--- src/rtl/spi_reg_pkg.sv ---
// ---------------------------------------------------------------------------
// spi_reg_pkg
// Shared constants and types for the SPI register controller:
//   - register address map of the PWM configuration registers
//   - frame length and bit-counter overflow marker
//   - controller FSM state type
// ---------------------------------------------------------------------------
package spi_reg_pkg;

   localparam int ADDR_EN_OUT_LO = 0;
   localparam int ADDR_EN_OUT_HI = 1;
   localparam int ADDR_EN_PWM_LO = 2;
   localparam int ADDR_EN_PWM_HI = 3;
   localparam int ADDR_DUTY      = 4;

   localparam int FRAME_BITS = 16;

   // Bit counter parks here once a frame runs past FRAME_BITS, so any
   // over-long frame stays distinguishable from a correct one.
   localparam logic [4:0] CNT_OVF = 5'd17;

   typedef enum logic [1:0] {
      ST_IDLE   = 2'd0,
      ST_SHIFT  = 2'd1,
      ST_COMMIT = 2'd2
   } state_t;

endpackage

--- src/rtl/spi_reg_ctrl_sync_edge.sv ---
// ---------------------------------------------------------------------------
// sync_edge
// Brings one asynchronous pad input into the clk domain through SYNC_STAGES
// metastability flops, then one history flop for edge detection.
// Ports:
//   clk, rst_n : system clock, asynchronous active-low reset
//   din        : asynchronous input
//   level      : synchronized level (last synchronizer flop)
//   rise, fall : single-cycle edge pulses from the last two flops
// RST_VAL sets the idle level all flops take in reset.
// ---------------------------------------------------------------------------
module sync_edge #(
   parameter int   SYNC_STAGES = 2,
   parameter logic RST_VAL     = 1'b0
) (
   input  logic clk,
   input  logic rst_n,
   input  logic din,
   output logic level,
   output logic rise,
   output logic fall
);

   logic [SYNC_STAGES-1:0] chain;
   logic                   hist;

   always_ff @(posedge clk or negedge rst_n) begin
      if (!rst_n) begin
         chain <= {SYNC_STAGES{RST_VAL}};
         hist  <= RST_VAL;
      end else begin
         // Shift form keeps this legal for SYNC_STAGES == 1 as well.
         chain <= (chain << 1) | SYNC_STAGES'(din);
         hist  <= chain[SYNC_STAGES-1];
      end
   end

   assign level = chain[SYNC_STAGES-1];
   assign rise  = level & ~hist;
   assign fall  = ~level & hist;

endmodule

--- src/rtl/spi_reg_ctrl.sv ---
// ---------------------------------------------------------------------------
// spi_reg_ctrl
// SPI mode-0 write-only slave that loads the PWM peripheral's configuration
// registers. Frames are 16 bits MSB first: {rw, addr[6:0], data[7:0]}.
// Ports:
//   clk, rst_n        : system clock, asynchronous active-low reset
//   sclk, ncs, copi   : asynchronous SPI pad inputs
//   en_reg_out_7_0    : register 0x00
//   en_reg_out_15_8   : register 0x01
//   en_reg_pwm_7_0    : register 0x02
//   en_reg_pwm_15_8   : register 0x03
//   pwm_duty_cycle    : register 0x04
//   wr_pulse          : one-cycle pulse when a register write commits
//   frame_err         : one-cycle pulse when a frame ends with != 16 bits
// ---------------------------------------------------------------------------
module spi_reg_ctrl
   import spi_reg_pkg::*;
#(
   parameter int NUM_REGS    = 5,
   parameter int SYNC_STAGES = 2
) (
   input  logic       clk,
   input  logic       rst_n,
   input  logic       sclk,
   input  logic       ncs,
   input  logic       copi,
   output logic [7:0] en_reg_out_7_0,
   output logic [7:0] en_reg_out_15_8,
   output logic [7:0] en_reg_pwm_7_0,
   output logic [7:0] en_reg_pwm_15_8,
   output logic [7:0] pwm_duty_cycle,
   output logic       wr_pulse,
   output logic       frame_err
);

   localparam logic [6:0] NUM_REGS_A = 7'(NUM_REGS);

   logic sclk_level, sclk_rise, sclk_fall;
   logic ncs_level, ncs_rise, ncs_fall;
   logic copi_level, copi_rise, copi_fall;

   sync_edge #(.SYNC_STAGES(SYNC_STAGES), .RST_VAL(1'b0)) u_sync_sclk (
      .clk(clk), .rst_n(rst_n), .din(sclk),
      .level(sclk_level), .rise(sclk_rise), .fall(sclk_fall)
   );

   // ncs idles high, so its chain resets high; a pin held low across reset
   // release therefore shows up as a frame start.
   sync_edge #(.SYNC_STAGES(SYNC_STAGES), .RST_VAL(1'b1)) u_sync_ncs (
      .clk(clk), .rst_n(rst_n), .din(ncs),
      .level(ncs_level), .rise(ncs_rise), .fall(ncs_fall)
   );

   sync_edge #(.SYNC_STAGES(SYNC_STAGES), .RST_VAL(1'b0)) u_sync_copi (
      .clk(clk), .rst_n(rst_n), .din(copi),
      .level(copi_level), .rise(copi_rise), .fall(copi_fall)
   );

   // Only level/edge subsets of each synchronizer are consumed.
   logic unused_sync;
   assign unused_sync = &{1'b0, sclk_level, sclk_fall, ncs_level,
                          copi_rise, copi_fall};

   state_t      state;
   logic [15:0] shreg;
   logic [4:0]  cnt;
   logic [7:0]  regs [NUM_REGS];

   logic       frame_ok;
   logic       is_write;
   logic [6:0] addr;
   logic [7:0] data;

   assign frame_ok = (cnt == 5'(FRAME_BITS));
   assign is_write = shreg[15];
   assign addr     = shreg[14:8];
   assign data     = shreg[7:0];

   always_ff @(posedge clk or negedge rst_n) begin
      if (!rst_n) begin
         state     <= ST_IDLE;
         shreg     <= '0;
         cnt       <= '0;
         wr_pulse  <= 1'b0;
         frame_err <= 1'b0;
         for (int i = 0; i < NUM_REGS; i++) regs[i] <= '0;
      end else begin
         wr_pulse  <= 1'b0;
         frame_err <= 1'b0;
         case (state)
            ST_IDLE: begin
               if (ncs_fall) begin
                  shreg <= '0;
                  cnt   <= '0;
                  state <= ST_SHIFT;
               end
            end
            ST_SHIFT: begin
               // Frame end takes priority: an sclk rise seen in the same
               // cycle as the ncs rise is not part of the frame.
               if (ncs_rise) begin
                  state <= ST_COMMIT;
               end else if (sclk_rise) begin
                  shreg <= {shreg[14:0], copi_level};
                  if (cnt != CNT_OVF) cnt <= cnt + 5'd1;
               end
            end
            ST_COMMIT: begin
               state <= ST_IDLE;
               if (!frame_ok) begin
                  frame_err <= 1'b1;
               end else if (is_write && (addr < NUM_REGS_A)) begin
                  wr_pulse <= 1'b1;
                  for (int i = 0; i < NUM_REGS; i++) begin
                     if (addr == 7'(i)) regs[i] <= data;
                  end
               end
            end
            default: state <= ST_IDLE;
         endcase
      end
   end

   assign en_reg_out_7_0  = regs[ADDR_EN_OUT_LO];
   assign en_reg_out_15_8 = regs[ADDR_EN_OUT_HI];
   assign en_reg_pwm_7_0  = regs[ADDR_EN_PWM_LO];
   assign en_reg_pwm_15_8 = regs[ADDR_EN_PWM_HI];
   assign pwm_duty_cycle  = regs[ADDR_DUTY];

endmodule
--- config.mk ---
export PLATFORM = sky130hd
export DESIGN_NAME = spi_reg_ctrl
export DESIGN_NICKNAME = d
export VERILOG_FILES = /design/src/rtl/spi_reg_pkg.sv /design/src/rtl/spi_reg_ctrl_sync_edge.sv /design/src/rtl/spi_reg_ctrl.sv
export SDC_FILE = /design/constraint.sdc
export NUM_CORES = 1
export LEC_CHECK = 0
export ABC_CLOCK_PERIOD_IN_PS = 2510
export BUFFER_PORTS_ARGS = -buffer_cell sky130_fd_sc_hd__buf_4
export CAP_MARGIN = 15
export CORE_UTILIZATION = 60
export DETAILED_ROUTE_END_ITERATION = 12
export PLACE_DENSITY_LB_ADDON = 0.2
export SYNTH_ARGS = -nofsm -noshare
export SYNTH_HDL_FRONTEND = slang
export SYNTH_HIERARCHICAL = 1
export SYNTH_SLANG_ARGS = --single-unit
--- constraint.sdc ---
create_clock -name clk -period 2.51 [get_ports clk]
set_input_delay 0.251 -clock clk [delete_from_list [all_inputs] [get_ports clk]]
set_output_delay 0.251 -clock clk [all_outputs]
set_load 0.03 [all_outputs]
# Yosys cells after proc, flatten, opt, wreduce, memory -nomap -nowiden

Cells that the tools add are included.

Flip-flop bits (word level): 73
Bits of input ports: 5
Output and inout bits: 42
Logic and storage cells: 68

Add/subtract/negate cells: 1
$lt $le $gt $ge: 1
Equality and inequality tests: 13
Multiplexer cells: 17
Bitwise operators: 9
Reductions and logical operators: 12

Operator list:

| kind                  | count |
|---|---|
| $mux W16              | 3 |
| $pmux W16 S2          | 1 |
| $reduce_and A4 Y1     | 6 |
| $mux W5               | 4 |
| $eq A7 B2 Y1 const B  | 2 |
| $ne A2 B2 Y1 const B  | 5 |
| $pmux W5 S2           | 1 |
| $eq A7 B1 Y1 const B  | 1 |
| $eq A7 B3 Y1 const B  | 1 |
| $logic_not A7 Y1      | 1 |
| $lt A7 B3 Y1 const B  | 1 |
| $or A2 B1 Y2          | 3 |
| $add A5 B1 Y5 const B | 1 |
| $eq A5 B5 Y1 const B  | 1 |
| $mux W1               | 5 |
| $ne A5 B5 Y1 const B  | 1 |
| $reduce_and A5 Y1     | 1 |
| $mux W2               | 2 |
| $pmux W2 S2           | 1 |
| $and A1 B1 Y1         | 3 |
| $not A1 Y1            | 3 |
| $eq A2 B1 Y1 const B  | 1 |
| $eq A2 B2 Y1 const B  | 1 |
| $logic_not A2 Y1      | 1 |
| other kinds (3)       | 3 |

# Logic depth before layout (Yosys ltp)

Gate-level depths: netlist of run 1.

Word-level depth: 5
Mapped depth: 6
Mapped depth without buffers: 5

# Modules after synthesis

Netlist of run 1, hierarchy kept.

By module, submodules not included:

| module                      | instances | cells an instance | area an instance (um^2) | seq. area each (um^2) |
|---|---|---|---|---|
| spi_reg_ctrl                | 1         | 205               | 2830.2                  | 1626.6 |
| sync_edge (u_sync_copi ...) | 2         | 5                 | 90.1                    | 75.1 |
| sync_edge (u_sync_ncs)      | 1         | 5                 | 93.8                    | 78.8 |

# Worst setup path after synthesis of run 1

Ideal clock, no wire load.

Kind: register to register
Start: register u_sync_ncs.chain[1]
End: register shreg[0]
Setup time: 0.079 ns
Arrival: 1.638 ns
Required time: 2.431 ns
Slack: 0.792 ns
Stages on the path, launching flop included: 6
Path buffers: 1
Clock period less this slack: 1.718 ns
Path through: dfstp_2 -> nor2b_1 -> nand4bb_2 -> a21boi_0 -> buf_2 -> mux2i_1

Elaborated cells on any way between the ends: 6
Classes of those cells: eq/ne (2); bitwise (3); reduce/logical (1)

RTL lines:

| item                               | RTL line                     | source |
|---|---|---|
| start: declaration                 | spi_reg_ctrl_sync_edge.sv:24 | `logic [SYNC_STAGES-1:0] chain;` |
| start signal: assignment           | spi_reg_ctrl_sync_edge.sv:29 | `chain <= {SYNC_STAGES{RST_VAL}};` |
| start signal: assignment           | spi_reg_ctrl_sync_edge.sv:33 | `chain <= (chain << 1) \| SYNC_STAGES'(din);` |
| $and A1 B1 Y1                      | spi_reg_ctrl_sync_edge.sv:39 | `assign rise = level & ~hist;` |
| via ncs_rise                       | spi_reg_ctrl.sv:39           | `logic ncs_level, ncs_rise, ncs_fall;` |
| $ne A2 B2 Y1 (no source line)      | n/a                          |  |
| $reduce_and A4 Y1 (no source line) | n/a                          |  |
| end signal: assignment             | spi_reg_ctrl.sv:104          | `shreg <= {shreg[14:0], copi_level};` |
| end: declaration                   | spi_reg_ctrl.sv:65           | `logic [15:0] shreg;` |

The timed path passes the listed nets, and every way through them passes these cells.
A chain may end at the register's enable or synchronous reset.

# Final worst setup path of run 1

Start: register u_sync_ncs.chain[1]
End: register shreg[6]

The elaborated chain is that of the path after synthesis.

==> metrics.md, run 1 <==
| Metric | Value |
|---|---|
| Worst-Skew Late Latency | `between 0.3 and 0.4 ns` |
| Initial antenna violation count | `0` |
| Pre-Repair DR Iteration Count | `4` |
| CTS H-tree lvls | `3` |
| Layout area overhead | `22.07%` |
| TritonCTS Buffers | `9` |
| Layout fillers | `between 300 and 400` |
| Slew Viols, Final | `0` |
| Final Hold Fails | `0` |
| CTS clock-pin slew for the worst setup and hold paths | `0.07 ns` |
| Initial core utilization | `0.6343` |
| Vias | `about 1,900` |
| CTS Buffer Depth | `2` |
| Placed inst area | `around 3500 um2` |
| Final period util | `0.7635` |
| Lkg Pwr | `roughly 1.9 nW` |
| First-pass GRT wire length | `around 9400 um` |
| DP HPWL | `3646 um` |
| Startpoint Class | `register` |
| Iteration-0 DRC Markers | `~130` |
| Wl on met1 | `2681 um` |
| Core Area | `just under 5000 um2` |
| Cells after synthesis | `216` |
| Final min period | `about 1.9 ns` |
| Vias in the first global route | `between 1,500 and 2,000` |
| Share of cells above drive strength 1 | `0.4317` |
| HP Class | `input port to asynchronous set/reset pin` |
| Design area | `3730 um2` |
| Largest net degree at the start of global routing | `74` |
| DR WL/cell | `around 17 um` |
| Syn Nets | `224` |
| Synth Cell Area | `about 3100 um2` |
| TritonCTS clock tree | `yes` |
| Final setup viols | `0` |
| Top Layer Used | `met4` |
| Total grt overflow | `0` |
| RSZ-0062 raised after global routing | `no` |
| Aggregate global-route resource usage | `0.2438` |
| Max-cap violations | `0` |
| Tightest Pin Transition | `about 0.87 ns` |
| Clock Skews | `just under 0.006 ns` |
| Pre-CTS WS | `0.5963 ns` |
| Top-level I/O count | `47` |
| FMAX | `between 500 and 600 MHz` |
| Clk root buf | `clkbuf_8` |
| Status | `completed` |
| Die Ht | `73.36 um` |
| Post-route setup slack | `about 0.6 ns` |
| Total wire length | `just under 6000 um` |
| Hold WS | `0.03122 ns` |
| DR WL met3 | `275 um` |
| Peak supply drop | `approximately 0.6 mV` |
| CP endpoint kind | `register` |
| Std-Cell Rows | `25` |
| Vias per Instance | `roughly 5.5` |
| Routed wl met2 | `~2800 um` |
| Routability congestion estimate | `0.7625` |
| Mean post-synth cell area | `around 14 um2` |
| Crit Path Max Fanout | `17` |
| Worst relative slew slack | `0.4206` |
| TNS Setup | `0 ns` |
| Ant. Diodes | `0` |
| Die ar. | `roughly 5400 um2` |
| Req. time, crit path | `between 2 and 3 ns` |
| DIE WIDTH | `around 73 um` |
| Number of gates resized after CTS | `0` |
| Crit Path Class | `register to register` |
| Clock Sink Count | `73` |
| Power per cell area | `about 720 nW/um2` |
| # DRC | `0` |
| Ys Warns | `6` |
| Post-DRT Antenna Nets | `0` |
| Post-layout nets | `281` |
| Worst EP arrival | `between 2 and 2.5 ns` |
| Port buffer count | `46` |
metal layers:
metal / GRT usage / vias to the layer above
met5: 0 / -
met4: 0.07906 / 0
met3: 0.06996 / 9
met2: 0.3786 / 53
met1: 0.3340 / 951
li1: - / 870
final cells by class:
type / count / area, um2 / area share
well taps: 67 / 83.83 / 0.02248
clock buffers: 11 / 141.4 / 0.03791
clock inverters: 5 / 78.83 / 0.02113
repair buffers: 52 / 397.9 / 0.1067
multi-input cells: 119 / 1130 / 0.3029
inverters: 18 / 67.56 / 0.01811
flip-flops and latches: 73 / 1831 / 0.4908
worst max-delay path, cell delays in order, from the launching register on:
cell and delay, ns:
dfstp_2 0.53, nor2b_1 0.21, nand4bb_2 0.24, a21boi_2 0.28, buf_4 0.33, mux2i_1 0.24
per-stage QoR:
step / cells / util / total power, mW
after floorplan: 216 / - / 1.566
after global placement: 326 / 0.7223 / 1.670
after detailed placement: 326 / 0.7223 / 1.687
after CTS: 344 / 0.7722 / 2.703
after global routing: 345 / 0.7743 / 2.789
final: 345 / 0.7743 / 2.683
what timing repair did:
action,in CTS,in global routing
setup buffers,0,0
setup endpoints to repair,0,0
hold buffers,2,1
endpoints found under the hold margin,2,1
report_power, final:
part	switching (mW)	total, mW	internal (mW)	leakage, nW
combinational	0.150	0.292	0.142	0.820
clock	0.428	1.01	0.585	0.113
sequential	0.126	1.38	1.25	0.987
total	0.705	2.68	1.98	1.92
path summary, 6_finish.rpt:
kind,cells past startpoint,slack (ns),from,to
worst max-delay path,5,0.59,u_sync_ncs/chain[1]$_DFF_PN1_,shreg[6]$_DFFE_PN0P_
worst min register to register,0,0.36,u_sync_ncs/chain[0]$_DFF_PN1_,u_sync_ncs/chain[1]$_DFF_PN1_
min in group clk,0,0.36,u_sync_ncs/chain[0]$_DFF_PN1_,u_sync_ncs/chain[1]$_DFF_PN1_
worst max register to register,5,0.59,u_sync_ncs/chain[1]$_DFF_PN1_,shreg[6]$_DFFE_PN0P_
worst min-delay path,1,0.03,rst_n,cnt[1]$_DFFE_PN0P_
max in group asynchronous,1,1.93,rst_n,shreg[11]$_DFFE_PN0P_
flip-flops by register name, indices dropped and copies added (netlist names):
register	cells
wr_pulse	1
u_sync_sclk/hist	1
u_sync_sclk/chain	2
u_sync_copi/chain	2
u_sync_ncs/chain	2
en_reg_out_15_8	8
state	2
pwm_duty_cycle	8
u_sync_ncs/hist	1
frame_err	1
en_reg_pwm_7_0	8
en_reg_pwm_15_8	8
shreg	16
en_reg_out_7_0	8
cnt	5
layout by cell type, fill, tap and decap left out, types with 4 or more instances in the layout:
master    instances
clkbuf_8         10
nand4_4           5
dfrtp_1          70
nor3b_1           6
nor2b_1           4
mux2i_1          16
nand2_1          16
buf_4            49
inv_1            18
mux2_2           41
(Power assumes the default switching activity.)
==> inputs of run 2 (changes only) <==
Settings changed: ABC_CLOCK_PERIOD_IN_PS 2510 to 1900, CORE_UTILIZATION 60 to 56.
Clock period 2.51 ns to 1.9 ns, I/O delays scaled along.
==> run 2 against run 1 <==
Effect of this change:
- die area increased by 6.9%
- wire length decreased by 1.5%
- register-to-register slack got worse by 0.47 ns
- first-iteration DRC count decreased by 40%
- flip-flop and latch count unchanged
- maximum frequency increased by 7.7%
- utilization decreased by 3.6 points
- clock skew increased by 0.0014 ns
- combinational power increased by 73%
- critical endpoint is now en_reg_pwm_7_0[1]$_DFFE_PN0P_
- clock-buffer cell count decreased by 1
- largest power group unchanged
==> metrics.md, run 2 (synthesis gave the netlist of run 1 again) <==
| Metric | Value |
|---|---|
| Worst-Skew Late Latency | `0.34 ns (about the same)` |
| Sequential cell area | `1831 um2 (unchanged)` |
| CTS H-tree lvls | `3 (unchanged)` |
| FMAX | `562.0 MHz (+7.7%)` |
| Share of cells above drive strength 1 | `0.4514 (+0.01973)` |
| RSZ-0062 raised after global routing | `no` |
| Layout fillers | `344 (+4.9%)` |
| Post-layout nets | `291 (+3.6%)` |
| Number of gates resized after CTS | `0 (unchanged)` |
| Placed insts | `338 (+3.7%)` |
| Initial core utilization | `0.5907 (-0.04357)` |
| Total grt overflow | `0 (unchanged)` |
| Startpoint Class | `register` |
| Layout area overhead | `25.06%` |
| Area of the multi-input gates | `1130 um2 (unchanged)` |
| Status | `completed` |
| Clock Skews | `0.007149 ns (+0.001378 ns)` |
| Final period util | `0.9365 (+0.1730)` |
| Share of power burned in registers | `0.505 (-0.008)` |
| Power per cell area | `914.9 nW/um2 (+27%)` |
| Slew Viols, Final | `0 (unchanged)` |
| Total power draw | `3.496 mW (+30%)` |
| Iteration-0 DRC Markers | `77 (-40%)` |
| Top-level I/O count | `47 (unchanged)` |
| Hold Path Depth | `0` |
| Worst EP arrival | `2.00 ns (-0.18 ns)` |
| Total wire length | `5721 um (-1.5%)` |
| Finished Layout Cells | `358 (+3.8%)` |
| Pint | `2.546 mW (+29%)` |
| Setup bufs post-CTS | `0 (unchanged)` |
| HP Class | `register to register` |
| Aggregate global-route resource usage | `0.2253 (-0.01846)` |
| Die Ht | `75.87 um (+3.4%)` |
| Pre-Repair DR Iteration Count | `4 (unchanged)` |
| Final Hold Fails | `0 (unchanged)` |
| Tightest Pin Transition | `0.5410 ns (-0.3280 ns)` |
| Core Area | `5172 um2 (+7.4%)` |
| TritonCTS clock tree | `yes` |
| Worst relative slew slack | `0.6393 (+0.2187)` |
| Switching part of the total | `0.2717 (+0.008987)` |
| DR WL/cell | `15.98 um (-5.1%)` |
| Placed inst area | `3576 um2 (+2.8%)` |
| Ant. Diodes | `0 (unchanged)` |
| Max reg flops | `16 (unchanged)` |
| Peak supply drop | `0.6914 mV (+15%)` |
| Vias in the first global route | `1,816 (-3.1%)` |
| Crit Path Max Fanout | `8 (-9)` |
| Max-cap violations | `0 (unchanged)` |
| Crit Path Class | `register to register` |
| Register-to-Register Path Depth | `6 (+1)` |
| Die ar. | `5756 um2 (+6.9%)` |
| Final min period | `1.779 ns (-0.1371 ns)` |
| Largest net degree at the start of global routing | `42 (-43%)` |
| CP endpoint kind | `register` |
| Vias | `1,877 (-0.32%)` |
| Clock Sink Count | `73 (unchanged)` |
| Finished Core Util | `0.7388 (-0.03553)` |
| TNS Setup | `0 ns (unchanged)` |
| DP HPWL | `3831 um (+5.1%)` |
| Req. time, crit path | `2.12 ns (-0.66 ns)` |
| Most common cell after layout, fill and taps aside | `dfrtp_1` |
| Routability congestion estimate | `0.8456 (+11%)` |
| TritonCTS Buffers | `9 (unchanged)` |
| # DRC | `0 (unchanged)` |
| Std-Cell Rows | `26 (+4.0%)` |
| Vias per Instance | `5.243 (-3.9%)` |
| First-pass GRT wire length | `9177 um (-2.6%)` |
| Switch Pwr | `0.9499 mW (+35%)` |
| CTS Buffer Depth | `2 (unchanged)` |
| Initial antenna violation count | `0 (unchanged)` |
| DIE WIDTH | `75.87 um (+3.4%)` |
| Commonest cells after routing, fill and taps aside | `dfrtp_1 (70), buf_4 (56), mux2_2 (41), inv_1 (18)` |
| Largest register by flop count | `shreg` |
| Port buffer count | `46 (unchanged)` |
| Post-DRT Antenna Nets | `0 (unchanged)` |
| Design area | `3821 um2 (+2.4%)` |
| Final setup viols | `0 (unchanged)` |
| Logic gate share of total power | `0.144 (+0.035)` |
| Clk root buf | `clkbuf_8` |
| Lkg Pwr | `1.964 nW (+2.3%)` |
| CTS clock-pin slew for the worst setup and hold paths | `0.07 ns (about the same)` |
| Clk pwr share | `0.350 (-0.028)` |
-- run 2: cell count changes in the layout (fill, tap and decap cells not counted), sizes merged --
cell and delta:
buf +9, clkinvlp +2, bufinv -1, clkbuf -1
dlygate4sd3 +1
-- run 2: final timing paths --
path / endpoint / slack, ns / from
max: en_reg_pwm_7_0[1]$_DFFE_PN0P_ / 0.12 / cnt[1]$_DFFE_PN0P_
min: u_sync_sclk/chain[1]$_DFF_PN0_ / 0.35 / u_sync_sclk/chain[0]$_DFF_PN0_
max reg2reg: en_reg_pwm_7_0[1]$_DFFE_PN0P_ / 0.12 / cnt[1]$_DFFE_PN0P_
min reg2reg: u_sync_sclk/chain[1]$_DFF_PN0_ / 0.35 / u_sync_sclk/chain[0]$_DFF_PN0_
max in group asynchronous: en_reg_out_7_0[2]$_DFFE_PN0P_ / 0.96 / rst_n
min in group asynchronous: u_sync_sclk/chain[1]$_DFF_PN0_ / 0.39 / rst_n
-- run 2: per-stage QoR --
stage / setup slack, ns / hold slack (ns)
floorplan: 0.1823 / -0.1056
global placement: 0.1699 / 0.2098
detailed placement: 0.1280 / 0.2040
CTS: 0.1213 / 0.3525
global route: 0.01153 / 0.3683
finish: 0.1207 / 0.3493
-- run 2: layout make-up --
class	count	share of cell area
sequential	73	0.4790
multi-input combinational	119	0.2957
timing repair buffer	62	0.1310
clock buffer	10	0.03602
tap	70	0.02292
clock inverter	6	0.01768
inverter	18	0.01768
-- run 2: metal layers --
metal	GRT usage	up-vias	wire [um]
met3	0.06085	8	265
met5	0	-	0
met1	0.3071	940	2590
met4	0.08436	0	63
met2	0.3481	46	2801
li1	-	883	-
-- run 2: critical path, stage by stage (launching register included) --
cell	delay, ns
dfrtp_1	0.43
inv_1	0.09
ha_1	0.13
nor4bb_2	0.20
buf_4	0.24
nand4_4	0.23
mux2_2	0.34
-- run 2: power by group through the flow --
| stage | logic, mW | clock network (mW) | registers [mW] |
|---|---|---|---|
| after global routing | 0.564 | 1.30 | 1.79 |
| after floorplan | 0.279 | 0 | 1.79 |
| final | 0.505 | 1.22 | 1.77 |
| after CTS | 0.509 | 1.24 | 1.77 |
| after detailed placement | 0.499 | 0 | 1.80 |
| after global placement | 0.494 | 0 | 1.80 |
-- run 2: timing repair --
action,in CTS,in global routing
endpoints found under the setup margin,0,0
endpoints found under the hold margin,39,0
hold buffers,4,0
==> inputs of run 3 (changes only) <==
Settings changed: ABC_CLOCK_PERIOD_IN_PS 1900 to 2100, CORE_UTILIZATION 56 to 60.
Clock period 1.9 ns to 2.1 ns, I/O delays scaled along.
==> run 3 against run 2 <==
Effect of this change:
- cell area fell by 2.7%
- sequential share of layout area increased by 1.3 points
- via count increased by 0.27%
- die area shrank 6.5%
- clock power fell by 17%
- highest routed layer unchanged
- clock skew is essentially flat
- global-route usage increased by 0.73 points
- first-iteration DRC count rose by 69%
==> metrics.md, run 3 (synthesis gave the netlist of run 1 again) <==
| Metric | Value |
|---|---|
| Lkg Pwr | `1.915 nW (-2.5%)` |
| Post-route setup slack | `0.1976 ns (+0.07692 ns)` |
| Core Area | `4817 um2 (-6.9%)` |
| Die Ht | `73.36 um (-3.3%)` |
| Initial core utilization | `0.6343 (+0.04357)` |
| Worst relative slew slack | `0.5334 (-0.1059)` |
| Die ar. | `5382 um2 (-6.5%)` |
| Largest net degree at the start of global routing | `42 (unchanged)` |
| CTS clock-pin slew for the worst setup and hold paths | `0.07 ns (about the same)` |
| Vias in the first global route | `1,857 (+2.3%)` |
| CTS H-tree lvls | `3 (unchanged)` |
| Final period util | `0.9059 (-0.03058)` |
| DIE WIDTH | `73.36 um (-3.3%)` |
| Crit Path Class | `register to register` |
| Worst-Skew Late Latency | `0.34 ns (about the same)` |
| Hold WS | `0.3521 ns (+0.002872 ns)` |
| Layout area overhead | `21.74%` |
| Power per cell area | `808.9 nW/um2 (-12%)` |
| First-pass GRT wire length | `9052 um (-1.4%)` |
| Req. time, crit path | `2.35 ns (+0.23 ns)` |
| Slew Viols, Final | `0 (unchanged)` |
| Pre-CTS WS | `0.1949 ns (+0.06681 ns)` |
| TritonCTS Buffers | `9 (unchanged)` |
| TNS Setup | `0 ns (unchanged)` |
| Final setup viols | `0 (unchanged)` |
| Post-DRT Antenna Nets | `0 (unchanged)` |
| Routability congestion estimate | `0.7764 (-8.2%)` |
| Total wire length | `5570 um (-2.6%)` |
| Design area | `3720 um2 (-2.7%)` |
| Setup bufs post-CTS | `0 (unchanged)` |
| Top-level I/O count | `47 (unchanged)` |
| Final Hold Fails | `0 (unchanged)` |
| Pre-Repair DR Iteration Count | `5 (+1)` |
| Largest register by flop count | `shreg` |
| Most common cell after layout, fill and taps aside | `dfrtp_1` |
| Crit Path Max Fanout | `17 (+9)` |
| RSZ-0062 raised after global routing | `no` |
| Placed inst area | `3500 um2 (-2.1%)` |
| Vias per Instance | `5.439 (+3.7%)` |
| Share of cells above drive strength 1 | `0.4265 (-0.02487)` |
| CTS Buffer Depth | `2 (unchanged)` |
| Port buffer count | `46 (unchanged)` |
| Post-layout nets | `283 (-2.7%)` |
| Clock Sink Count | `73 (unchanged)` |
| Max reg flops | `16 (unchanged)` |
| Clock Skews | `0.007326 ns (+0.0001774 ns)` |
| # DRC | `0 (unchanged)` |
| CP endpoint kind | `register` |
| Commonest cells after routing, fill and taps aside | `dfrtp_1 (70), buf_4 (48), mux2_2 (41), inv_1 (18)` |
| Total grt overflow | `0 (unchanged)` |
| HP Class | `input port to asynchronous set/reset pin` |
| DP HPWL | `3602 um (-6.0%)` |
| Std-Cell Rows | `25 (-3.8%)` |
| Worst EP arrival | `2.15 ns (+0.15 ns)` |
| Iteration-0 DRC Markers | `130 (+69%)` |
| Vias | `1,882 (+0.27%)` |
| Ant. Diodes | `0 (unchanged)` |
| Status | `completed` |
| Final min period | `1.902 ns (+0.1231 ns)` |
| Aggregate global-route resource usage | `0.2326 (+0.007299)` |
| Startpoint Class | `register` |
| TritonCTS clock tree | `yes` |
| DR WL/cell | `16.10 um (+0.74%)` |
| Peak supply drop | `0.7159 mV (+3.5%)` |
| Initial antenna violation count | `0 (unchanged)` |
| Total power draw | `3.009 mW (-14%)` |
| FMAX | `525.6 MHz (-6.5%)` |
| Clk root buf | `clkbuf_8` |
| Tightest Pin Transition | `0.6905 ns (+0.1495 ns)` |
| Max-cap violations | `0 (unchanged)` |
==> run 3: changes by cell type in the layout (fill, tap and decap cells not counted), sizes merged <==
| cell | previous run | this run |
|---|---|---|
| clkinvlp | 2 | 0 |
| clkbuf | 10 | 11 |
| buf | 58 | 50 |
==> run 3: per-stage QoR <==
step,utilization,cells
floorplan,-,216
global placement,0.7265,327
detailed placement,0.7265,327
CTS,0.7714,346
global route,0.7722,346
finish,0.7722,346
==> run 3: critical path, stage by stage (launching register included) <==
cell and delay, ns:
dfstp_2 0.53, nor2b_1 0.23, nand4bb_2 0.24, a21boi_2 0.29, buf_6 0.27, mux2i_1 0.25
==> run 3: metal layers <==
| metal | GRT usage | vias to the layer above | part of all wire |
|---|---|---|---|
| met3 | 0.07682 | 9 | 0.047 |
| li1 | - | 871 | - |
| met1 | 0.3050 | 946 | 0.45 |
| met4 | 0.07692 | 0 | 0.014 |
| met5 | 0 | - | 0 |
| met2 | 0.3683 | 56 | 0.49 |
==> run 3: repair_timing <==
| action | in CTS | in global routing |
|---|---|---|
| endpoints found under the setup margin | 0 | 4 |
| resized for setup | 0 | 1 |
| endpoints found under the hold margin | 35 | 0 |
| hold buffers | 4 | 0 |
==> run 3: cell type report <==
cell class | instances | area (um2)
repair buffers | 54 | 431.7
clock inverters | 4 | 45.04
well taps | 67 | 83.83
clock buffers | 11 | 131.4
multi-input cells | 119 | 1130
flip-flops and latches | 73 | 1831
fillers | 327 | 1097
inverters | 18 | 67.56
==> run 3: path summary, 6_finish.rpt <==
path | startpoint | end | slack [ns] | cells past startpoint
setup / recovery | u_sync_ncs/chain[1]$_DFF_PN1_ | shreg[15]$_DFFE_PN0P_ | 0.20 | 5
hold / removal | rst_n | wr_pulse$_DFF_PN0_ | 0.35 | 2
setup reg to reg | u_sync_ncs/chain[1]$_DFF_PN1_ | shreg[15]$_DFFE_PN0P_ | 0.20 | 5
hold reg to reg | u_sync_ncs/chain[0]$_DFF_PN1_ | u_sync_ncs/chain[1]$_DFF_PN1_ | 0.36 | 0
max in group asynchronous | rst_n | u_sync_ncs/chain[1]$_DFF_PN1_ | 1.14 | 3
min in group clk | u_sync_ncs/chain[0]$_DFF_PN1_ | u_sync_ncs/chain[1]$_DFF_PN1_ | 0.36 | 0
==> run 3: power breakdown <==
| part | switching, mW | leakage, nW | internal (mW) | total, mW |
|---|---|---|---|---|
| registers | 0.141 | 0.987 | 1.50 | 1.64 |
| clock network | 0.478 | 0.0929 | 0.537 | 1.01 |
| logic | 0.181 | 0.835 | 0.177 | 0.358 |
